==> src/rtl/booth_seq_pkg.sv <==
// Shared constants, state encoding, operand payload and reference product
// for the Booth multiplier issue/collect sequencer.
package booth_seq_pkg;

  localparam int unsigned OPW   = 4;  // operand width
  localparam int unsigned PRODW = 8;  // product width
  localparam int unsigned WDW   = 4;  // watchdog counter width
  localparam int unsigned STW   = 3;  // state register width

  // Sequencer states
  localparam logic [STW-1:0] ST_IDLE    = 3'd0;
  localparam logic [STW-1:0] ST_LOAD    = 3'd1;
  localparam logic [STW-1:0] ST_WAIT_HI = 3'd2;
  localparam logic [STW-1:0] ST_WAIT_LO = 3'd3;
  localparam logic [STW-1:0] ST_HOLD    = 3'd4;

  // Operand pair as stored in the FIFO
  typedef struct packed {
    logic [OPW-1:0] mc;
    logic [OPW-1:0] mp;
  } op_pair_t;

  localparam int unsigned PAIRW = $bits(op_pair_t);

  // Two's complement product of two operands, used by the optional checker
  function automatic logic [PRODW-1:0] signed_prod(input logic [OPW-1:0] a,
                                                   input logic [OPW-1:0] b);
    logic signed [PRODW-1:0] sa;
    logic signed [PRODW-1:0] sb;
    sa = $signed({{(PRODW-OPW){a[OPW-1]}}, a});
    sb = $signed({{(PRODW-OPW){b[OPW-1]}}, b});
    return PRODW'(sa * sb);
  endfunction

endpackage

==> src/rtl/booth_seq_fifo.sv <==
// Synchronous first-word-fall-through FIFO holding operand pairs.
// Ports: clk/rst_n; push/wdata write side; pop/rdata read side;
// full/empty status. Pointers carry one extra bit to tell full from empty.
module booth_seq_fifo #(
  parameter int unsigned DEPTH = 4,
  parameter int unsigned W     = 8
) (
  input  logic         clk,
  input  logic         rst_n,
  input  logic         push,
  input  logic [W-1:0] wdata,
  input  logic         pop,
  output logic [W-1:0] rdata,
  output logic         full,
  output logic         empty
);

  localparam int unsigned AW = $clog2(DEPTH);
  localparam int unsigned PW = AW + 1;

  logic [PW-1:0] wr_ptr_q, wr_ptr_d;
  logic [PW-1:0] rd_ptr_q, rd_ptr_d;
  logic [W-1:0]  mem_q [DEPTH];
  logic [W-1:0]  mem_d [DEPTH];

  // Status from pointer comparison
  always_comb begin
    empty = (wr_ptr_q == rd_ptr_q);
    full  = (wr_ptr_q[AW] != rd_ptr_q[AW]) &&
            (wr_ptr_q[AW-1:0] == rd_ptr_q[AW-1:0]);
    rdata = mem_q[rd_ptr_q[AW-1:0]];
  end

  // Next pointer / storage values; guarded against overflow and underflow
  always_comb begin
    wr_ptr_d = wr_ptr_q;
    rd_ptr_d = rd_ptr_q;
    mem_d    = mem_q;
    if (push && !full) begin
      mem_d[wr_ptr_q[AW-1:0]] = wdata;
      wr_ptr_d = wr_ptr_q + PW'(1);
    end
    if (pop && !empty) begin
      rd_ptr_d = rd_ptr_q + PW'(1);
    end
  end

  always_ff @(posedge clk or negedge rst_n) begin
    if (!rst_n) begin
      wr_ptr_q <= '0;
      rd_ptr_q <= '0;
    end else begin
      wr_ptr_q <= wr_ptr_d;
      rd_ptr_q <= rd_ptr_d;
    end
  end

  // Storage needs no reset: contents are only read behind a valid pointer
  always_ff @(posedge clk) begin
    mem_q <= mem_d;
  end

endmodule

==> src/rtl/booth_mult_sequencer.sv <==
// Issue/collect stage for the 4-bit sequential Booth multiplier.
// Buffers operand pairs (in_valid/in_ready, in_mc/in_mp), issues one at a
// time with a start pulse (mul_start, mul_mc, mul_mp), waits for the busy
// line to rise then fall (mul_busy), captures mul_prod and presents it on
// out_valid/out_ready/out_prod. A watchdog aborts a stuck operation and sets
// the sticky err_timeout; err_clr clears error flags.
// Optional macro BOOTH_SEQ_CHECK_EN adds err_mismatch, a sticky flag set
// when the captured product differs from the signed product of the operands.
module booth_mult_sequencer
  import booth_seq_pkg::*;
#(
  parameter int unsigned DEPTH   = 4,
  parameter int unsigned TIMEOUT = 15
) (
  input  logic       clk,
  input  logic       rst_n,
  input  logic       in_valid,
  output logic       in_ready,
  input  logic [3:0] in_mc,
  input  logic [3:0] in_mp,
  output logic       out_valid,
  input  logic       out_ready,
  output logic [7:0] out_prod,
  output logic       mul_start,
  output logic [3:0] mul_mc,
  output logic [3:0] mul_mp,
  input  logic       mul_busy,
  input  logic [7:0] mul_prod,
  output logic       err_timeout,
`ifdef BOOTH_SEQ_CHECK_EN
  output logic       err_mismatch,
`endif
  input  logic       err_clr
);

  logic [STW-1:0]   state_q, state_d;
  logic [OPW-1:0]   mc_q, mc_d;
  logic [OPW-1:0]   mp_q, mp_d;
  logic             start_q, start_d;
  logic [PRODW-1:0] prod_q, prod_d;
  logic             out_valid_q, out_valid_d;
  logic [WDW-1:0]   wdog_q, wdog_d;
  logic [WDW-1:0]   wdog_inc;
  logic             err_to_q, err_to_d;
`ifdef BOOTH_SEQ_CHECK_EN
  logic             err_mm_q, err_mm_d;
`endif

  logic     fifo_full;
  logic     fifo_empty;
  logic     fifo_pop;
  op_pair_t fifo_wdata;
  op_pair_t fifo_rdata;

  assign fifo_wdata = '{mc: in_mc, mp: in_mp};

  booth_seq_fifo #(
    .DEPTH (DEPTH),
    .W     (PAIRW)
  ) u_fifo (
    .clk   (clk),
    .rst_n (rst_n),
    .push  (in_valid),
    .wdata (fifo_wdata),
    .pop   (fifo_pop),
    .rdata (fifo_rdata),
    .full  (fifo_full),
    .empty (fifo_empty)
  );

  // No credit for a same-cycle pop: ready depends only on current occupancy
  assign in_ready    = !fifo_full;
  assign out_valid   = out_valid_q;
  assign out_prod    = prod_q;
  assign mul_start   = start_q;
  assign mul_mc      = mc_q;
  assign mul_mp      = mp_q;
  assign err_timeout = err_to_q;
`ifdef BOOTH_SEQ_CHECK_EN
  assign err_mismatch = err_mm_q;
`endif

  assign wdog_inc = wdog_q + WDW'(1);

  // Next-state and output logic
  always_comb begin
    state_d     = state_q;
    mc_d        = mc_q;
    mp_d        = mp_q;
    start_d     = 1'b0;
    prod_d      = prod_q;
    out_valid_d = out_valid_q;
    wdog_d      = wdog_q;
    fifo_pop    = 1'b0;
    err_to_d    = err_to_q && !err_clr;
`ifdef BOOTH_SEQ_CHECK_EN
    err_mm_d    = err_mm_q && !err_clr;
`endif

    case (state_q)
      ST_IDLE: begin
        if (!fifo_empty) begin
          fifo_pop = 1'b1;
          mc_d     = fifo_rdata.mc;
          mp_d     = fifo_rdata.mp;
          start_d  = 1'b1;
          wdog_d   = '0;
          state_d  = ST_LOAD;
        end
      end

      ST_LOAD: begin
        state_d = ST_WAIT_HI;
      end

      ST_WAIT_HI, ST_WAIT_LO: begin
        if (state_q == ST_WAIT_LO && !mul_busy) begin
          // Busy is low for a single cycle only; capture on this edge
          prod_d      = mul_prod;
          out_valid_d = 1'b1;
          state_d     = ST_HOLD;
`ifdef BOOTH_SEQ_CHECK_EN
          if (signed_prod(mc_q, mp_q) != mul_prod) begin
            err_mm_d = 1'b1;
          end
`endif
        end else begin
          if (state_q == ST_WAIT_HI && mul_busy) begin
            state_d = ST_WAIT_LO;
          end
          wdog_d = wdog_inc;
          // Abort drops the operation; a new timeout wins over err_clr
          if (wdog_inc == WDW'(TIMEOUT)) begin
            err_to_d = 1'b1;
            state_d  = ST_IDLE;
          end
        end
      end

      ST_HOLD: begin
        if (out_ready) begin
          out_valid_d = 1'b0;
          state_d     = ST_IDLE;
        end
      end

      default: begin
        state_d = ST_IDLE;
      end
    endcase
  end

  always_ff @(posedge clk or negedge rst_n) begin
    if (!rst_n) begin
      state_q     <= ST_IDLE;
      mc_q        <= '0;
      mp_q        <= '0;
      start_q     <= 1'b0;
      prod_q      <= '0;
      out_valid_q <= 1'b0;
      wdog_q      <= '0;
      err_to_q    <= 1'b0;
`ifdef BOOTH_SEQ_CHECK_EN
      err_mm_q    <= 1'b0;
`endif
    end else begin
      state_q     <= state_d;
      mc_q        <= mc_d;
      mp_q        <= mp_d;
      start_q     <= start_d;
      prod_q      <= prod_d;
      out_valid_q <= out_valid_d;
      wdog_q      <= wdog_d;
      err_to_q    <= err_to_d;
`ifdef BOOTH_SEQ_CHECK_EN
      err_mm_q    <= err_mm_d;
`endif
    end
  end

endmodule
==> config.mk <==
export PLATFORM = sky130hd
export DESIGN_NAME = booth_mult_sequencer
export DESIGN_NICKNAME = d
export VERILOG_FILES = /design/src/rtl/booth_seq_pkg.sv /design/src/rtl/booth_seq_fifo.sv /design/src/rtl/booth_mult_sequencer.sv
export SDC_FILE = /design/constraint.sdc
export NUM_CORES = 1
export LEC_CHECK = 0
export ABC_AREA = 1
export CAP_MARGIN = 10
export CORE_MARGIN = 2
export CORE_UTILIZATION = 50
export CTS_BUF_LIST = sky130_fd_sc_hd__clkbuf_2 sky130_fd_sc_hd__clkbuf_4 sky130_fd_sc_hd__clkbuf_8
export CTS_CLUSTER_DIAMETER = 60
export DETAILED_ROUTE_END_ITERATION = 12
export PLACE_DENSITY = 0.78
export REMOVE_ABC_BUFFERS = 1
export SETUP_SLACK_MARGIN = 0.4
export SYNTH_ARGS = -nofsm -noshare
export SYNTH_HDL_FRONTEND = slang
export SYNTH_SLANG_ARGS = --single-unit
==> constraint.sdc <==
create_clock -name clk -period 1.9 [get_ports clk]
set_clock_uncertainty 0.05 [all_clocks]
set_input_delay 0.38 -clock clk [delete_from_list [all_inputs] [get_ports clk]]
set_output_delay 0.38 -clock clk [all_outputs]
set_load 0.01 [all_outputs]
Yosys cells after proc, flatten, opt, wreduce, memory -nomap -nowiden --
Cells that the tools add are included.
Storage, ports and cells: bits in registers 64, input port bits 22, output and inout port bits 20, logic and storage cells 79
Operators by class: add/sub/neg operators 3, $lt $le $gt $ge 3, equal/unequal tests 13, mux-type cells 23, bitwise logic cells 3, reductions and logical operators 20
Operators by type and width (number):
- bitwise mux 32 bit | 1
- two-way mux 8 bit | 3
- binary-select mux 8 bit (select 2 bit) | 1
- demux 8 bit (select 2 bit) | 1
- two-way mux 3 bit | 5
- one-hot mux 3 bit (4 select lines) | 1
- AND reduction 3 bit | 3
- two-way mux 4 bit | 2
- != test 2 bit, second input constant | 4
- one-hot mux 4 bit (2 select lines) | 1
- logical AND 1 bit | 7
- two-way mux 1 bit | 7
- adder 3 x 1 -> 3 bit, second input constant | 2
- == test 3 x 2 -> 1 bit, second input constant | 2
- >= comparator 3 bit, second input constant | 2
- NOT 2 -> 3 bit | 2
- adder 4 x 1 -> 4 bit, second input constant | 1
- == test 4 bit, second input constant | 1
- zero test 1 bit | 4
- != test 4 bit, second input constant | 1
- AND reduction 2 bit | 2
- nonzero test 2 bit | 2
- == test 3 x 1 -> 1 bit, second input constant | 1
- == test 3 bit | 1
- other kinds (8) | 8

Logic depth before layout (Yosys ltp) --
depth after elaboration 6, depth in mapped cells 11, mapped depth without buffers 10

By module --
Synthesis repeated with hierarchy kept, for this count alone.
Unflattened totals: cells, all modules 259, area, all modules 2810.2 µm²
Modules (own cells, without submodules):
- booth_seq_fifo | times used 1, cells each 138, area each 1629.1 µm², seq. area each 1111.1 µm²
- booth_mult_sequencer | times used 1, cells each 121, area each 1181.1 µm², seq. area each 650.6 µm²

Worst setup path after synthesis --
No wires, ideal clock.
path kind register -> register, from reg u_fifo.rd_ptr_q[0], to reg u_fifo.mem_q[24] (netlist bit) (enable), library setup time 371 ps, data arrival time 1374 ps, data required time 1479 ps, slack 105 ps, stages on the path, launching flop included 9, path buffers 1, period minus slack after synthesis 1795 ps, path through dfrtp_1 -> buf_4 -> inv_4 -> nand2_1 -> nand2_1 -> nor2_4 -> nand2b_2 -> nand2_2 -> nor2_1
Between the ends: cells in the longest elaborated chain, start to end 4
RTL lines:
- start, declared | line booth_seq_fifo.sv:22 | logic [PW-1:0] rd_ptr_q, rd_ptr_d;
- start signal, assigned | line booth_seq_fifo.sv:54 | rd_ptr_q <= rd_ptr_d;
- == test 2 bit | line booth_seq_fifo.sv:30 | (wr_ptr_q[AW-1:0] == rd_ptr_q[AW-1:0]);
- logical AND 1 bit | line booth_seq_fifo.sv:29 | full = (wr_ptr_q[AW] != rd_ptr_q[AW]) &&
- zero test 1 bit
- via in_ready | line booth_mult_sequencer.sv:18 | output logic in_ready,
- logical AND 1 bit | line booth_seq_fifo.sv:39 | if (push && !full) begin
- end signal, assigned | line booth_seq_fifo.sv:60 | mem_q <= mem_d;
- end, declared | line booth_seq_fifo.sv:23 | logic [W-1:0] mem_q [DEPTH];
The timed path passes the listed nets, and every way through them passes these cells. A chain may end at the register's enable or synchronous reset.

Final worst setup path --
from reg u_fifo.rd_ptr_q[0], to out in_ready
Between the ends: cells in the longest elaborated chain, start to end 3
RTL lines:
- == test 2 bit | line booth_seq_fifo.sv:30
- logical AND 1 bit | line booth_seq_fifo.sv:29
- zero test 1 bit | line booth_mult_sequencer.sv:72 | assign in_ready = !fifo_full;
- end, declared | line booth_mult_sequencer.sv:18
Every way passes these cells.

==> impl_metrics.py <==
metrics = {
    "cells_and_area": {
        "final_area_um2": 3810,
        "num_antenna_cells": 0,
        "nets": 380,
        "final_common_cell": "nand2_1",
        "layout-drive-gt1-share": 0.248,
        "fillers": 387,
        "areaGrowthSynthToFinish_pct": 37.5,
        "layout_common_cells": "79 x nand2_1, 32 x edfxtp_1, 26 x dfrtp_1, 26 x buf_4, 23 x nor2_1",
    },
    "synthesis": {
        "synth.yosys.seq_area_share": 0.635,
        "synth_top_area_cell": "edfxtp_1",
        "async_flop_share": 0.500,
        "ys_warn_count": 0,
        "synth_top_area_frac": 0.346,
        "syn_area_um2": 2780,
        "synthDistinctLibCells": 26,
        "postSynthAreaPerCell_um2": 10.2,
        "synthTopCellsByArea": "edfxtp_1 35%, dfrtp_1 29%, nand2_1 12%",
        "ys_ff_latch": 64,
        "postSynthCellCount": 272,
        "synth-edff-count": 32,
        "synthFlopType": "edfxtp_1",
    },
    "die": {
        "core_um2": 5440,
        "start_util": 0.510,
        "ioPinCount": 42,
        "rows": 27,
        "dieArea_um2": 6160,
        "die_height_um": 78.5,
        "die_w_um": 78.5,
    },
    "hold_path": {
        "hold_path.class": "primary input to asynchronous set/reset pin",
    },
    "worst_setup_path": {
        "critPathCaptureType": "output port",
        "worstPathMaxFanout": 3,
        "crit_type": "flop to output port",
        "worst_ep_arrival_time_ns": 1.29,
        "worstPathRequired_ns": 1.47,
        "r2r-start": "u_fifo.rd_ptr_q[0]",
        "ff2ff_path_depth": 9,
        "r2r_end": "u_fifo.mem_q[7]",
        "ff2ff_setup_slack_ns": 0.29,
        "start_kind": "flop",
    },
    "sta": {
        "rsz0062_at_grt": "true",
        "worst_pin_slew_ns": 0.431,
        "min_period_ns": 1.72,
        "layout_worst_path_cycle_share": 0.907,
        "relSlewSlack": 0.713,
        "max_freq_ghz": 0.580,
        "timing.final.ws_setup_ns": 0.177,
        "finalHoldViolations": 0,
        "drv_slew": 0,
        "setup_viol": 0,
    },
    "placement": {
        "port_buffers": 41,
        "place_area_um2": 3320,
        "hpwl_mm": 3.66,
        "place_ws_ns": 0.114,
        "gp_routability_congestion": 0.831,
    },
    "routing": {
        "routedWlPerCell_um": 15.5,
        "ant_nets": 0,
        "firstDrtPassIters": 4,
        "drt-total-wl_mm": 6.63,
        "vias": 2151,
        "via_per_inst": 5.04,
        "drt_iter0_markers": 119,
        "drc": 0,
    },
    "grt": {
        "antenna_found_initial": 0,
        "grt.total_usage": 0.213,
        "grt_max_degree": 33,
        "grt_first_pass_wirelength_mm": 9.69,
        "grt_remaining_overflow": 0,
        "grt_pass1_vias": 2066,
    },
    "power": {
        "pwr-share-comb": 0.485,
        "vdd_drop_max_v": 0.000934,
        "p_int_mw": 3.97,
        "powerDensity_nw_per_um2": 1710,
        "swShare": 0.392,
        "pwr-share-seq": 0.337,
        "clkPwrFrac": 0.178,
        "p_switching_mw": 2.57,
        "p_leak_nw": 1.73,
    },
    "clocking": {
        "cts_buffer_depth": 2,
        "cts_tree": "yes",
        "cts.sinks": 64,
        "cts-root-buf": "clkbuf_8",
        "numCtsBuffers": 9,
        "clkSlewWorstSetupHoldPaths_ns": 0.07,
        "hold_buffers": 0,
        "clock_latency_ns": 0.34,
        "htree_levels": 3,
    },
    "outcome": {
        "status": "completed",
    },
    "job": {
        "maxCapViolations": 0,
    },
}
[sequential cells by signal, summed over array words and instances (netlist names)]
signal           count
u_fifo.mem_q        32
out_prod             8
mul_mc               4
mul_mp               4
wdog_q               4
state_q              3
u_fifo.rd_ptr_q      3
u_fifo.wr_ptr_q      3
err_timeout          1
mul_start            1
out_valid            1
[layer usage]
metal	vias up	wire [um]	global-route usage
li1	1046	-	-
met1	1027	2770	0.263
met2	55	3290	0.350
met3	23	290	0.0494
met4	0	276	0.107
met5	-	0	0
[power groups by stage]
stage | Clock [mW] | Sequential [mW] | Combinational (mW)
floorplan | 0 | 2.30 | 1.28
global placement | 0 | 2.21 | 2.30
detailed placement | 0 | 2.23 | 2.36
CTS | 1.17 | 2.18 | 2.69
global route | 1.23 | 2.25 | 3.49
finish | 1.16 | 2.21 | 3.17
[worst max-delay path by stage]
| stage | slack [ns] | cells past startpoint | start | endpoint |
|---|---|---|---|---|
| floorplan | -0.04 | 7 | u_fifo.rd_ptr_q[0] | u_fifo.mem_q[24] |
| global route | 0.12 | 6 | u_fifo.wr_ptr_q[0] | in_ready |
| global placement | 0.14 | 6 | u_fifo.wr_ptr_q[0] | in_ready |
| CTS | 0.21 | 5 | u_fifo.rd_ptr_q[0] | in_ready |
| detailed placement | 0.11 | 6 | u_fifo.wr_ptr_q[1] | in_ready |
| finish | 0.18 | 6 | u_fifo.rd_ptr_q[0] | in_ready |
[synth_stat cells, drive strengths merged (2+ instances only)]
library cell / number
buf: 7
inv: 24
dfrtp: 32
ha: 7
o22ai: 9
nand3: 7
nand4: 2
nand2: 92
edfxtp: 32
xnor2: 3
nor2: 30
o21ai: 23
[what timing repair did]
action                                  CTS  global route
pin swaps                                 4             6
gates resized for setup                  45            27
cloned                                    2             0
setup buffers                             8            11
endpoints found under the setup margin   60            50
[kinds of logic after synthesis]
logic type      count (synthesis)  share of synthesized area
xor+xnor                        4                     0.0126
flops                          64                      0.635
buf+inv                        31                     0.0564
fa+ha+maj                       7                     0.0316
compound gates                 34                     0.0676
simple gates                  132                      0.197
[area by class of cell]
| cell class | instances | area [um2] | share of cell area |
|---|---|---|---|
| Sequential cell | 64 | 1770 | 0.464 |
| Multi-Input combinational cell | 178 | 996 | 0.261 |
| Timing Repair Buffer | 73 | 654 | 0.172 |
| Clock buffer | 14 | 161 | 0.0423 |
| Inverter | 24 | 108 | 0.0282 |
| Tap cell | 72 | 90.1 | 0.0236 |
| Clock inverter | 1 | 30.0 | 0.00787 |
| Timing Repair inverter | 1 | 6.26 | 0.00164 |
[per-stage QoR]
stage | hold slack, ns | power (mW) | TNS (ns) | std cells | utilization
floorplan | 0.0344 | 3.58 | -1.17 | 265 | -
global placement | 0.407 | 4.50 | 0 | 391 | 0.610
detailed placement | 0.414 | 4.59 | 0 | 391 | 0.610
global route | 0.429 | 6.97 | 0 | 427 | 0.701
CTS | 0.393 | 6.04 | 0 | 416 | 0.669
finish | 0.386 | 6.54 | 0 | 427 | 0.701
[worst max-delay path: stages, from the launching register on]
cell and delay, ns:
dfrtp_2 0.43, inv_4 0.05, nand2_2 0.05, nand2_2 0.07, nor2_4 0.16, nand2b_4 0.07
buf_6 0.12
Power figures use the tool's default switching activity.
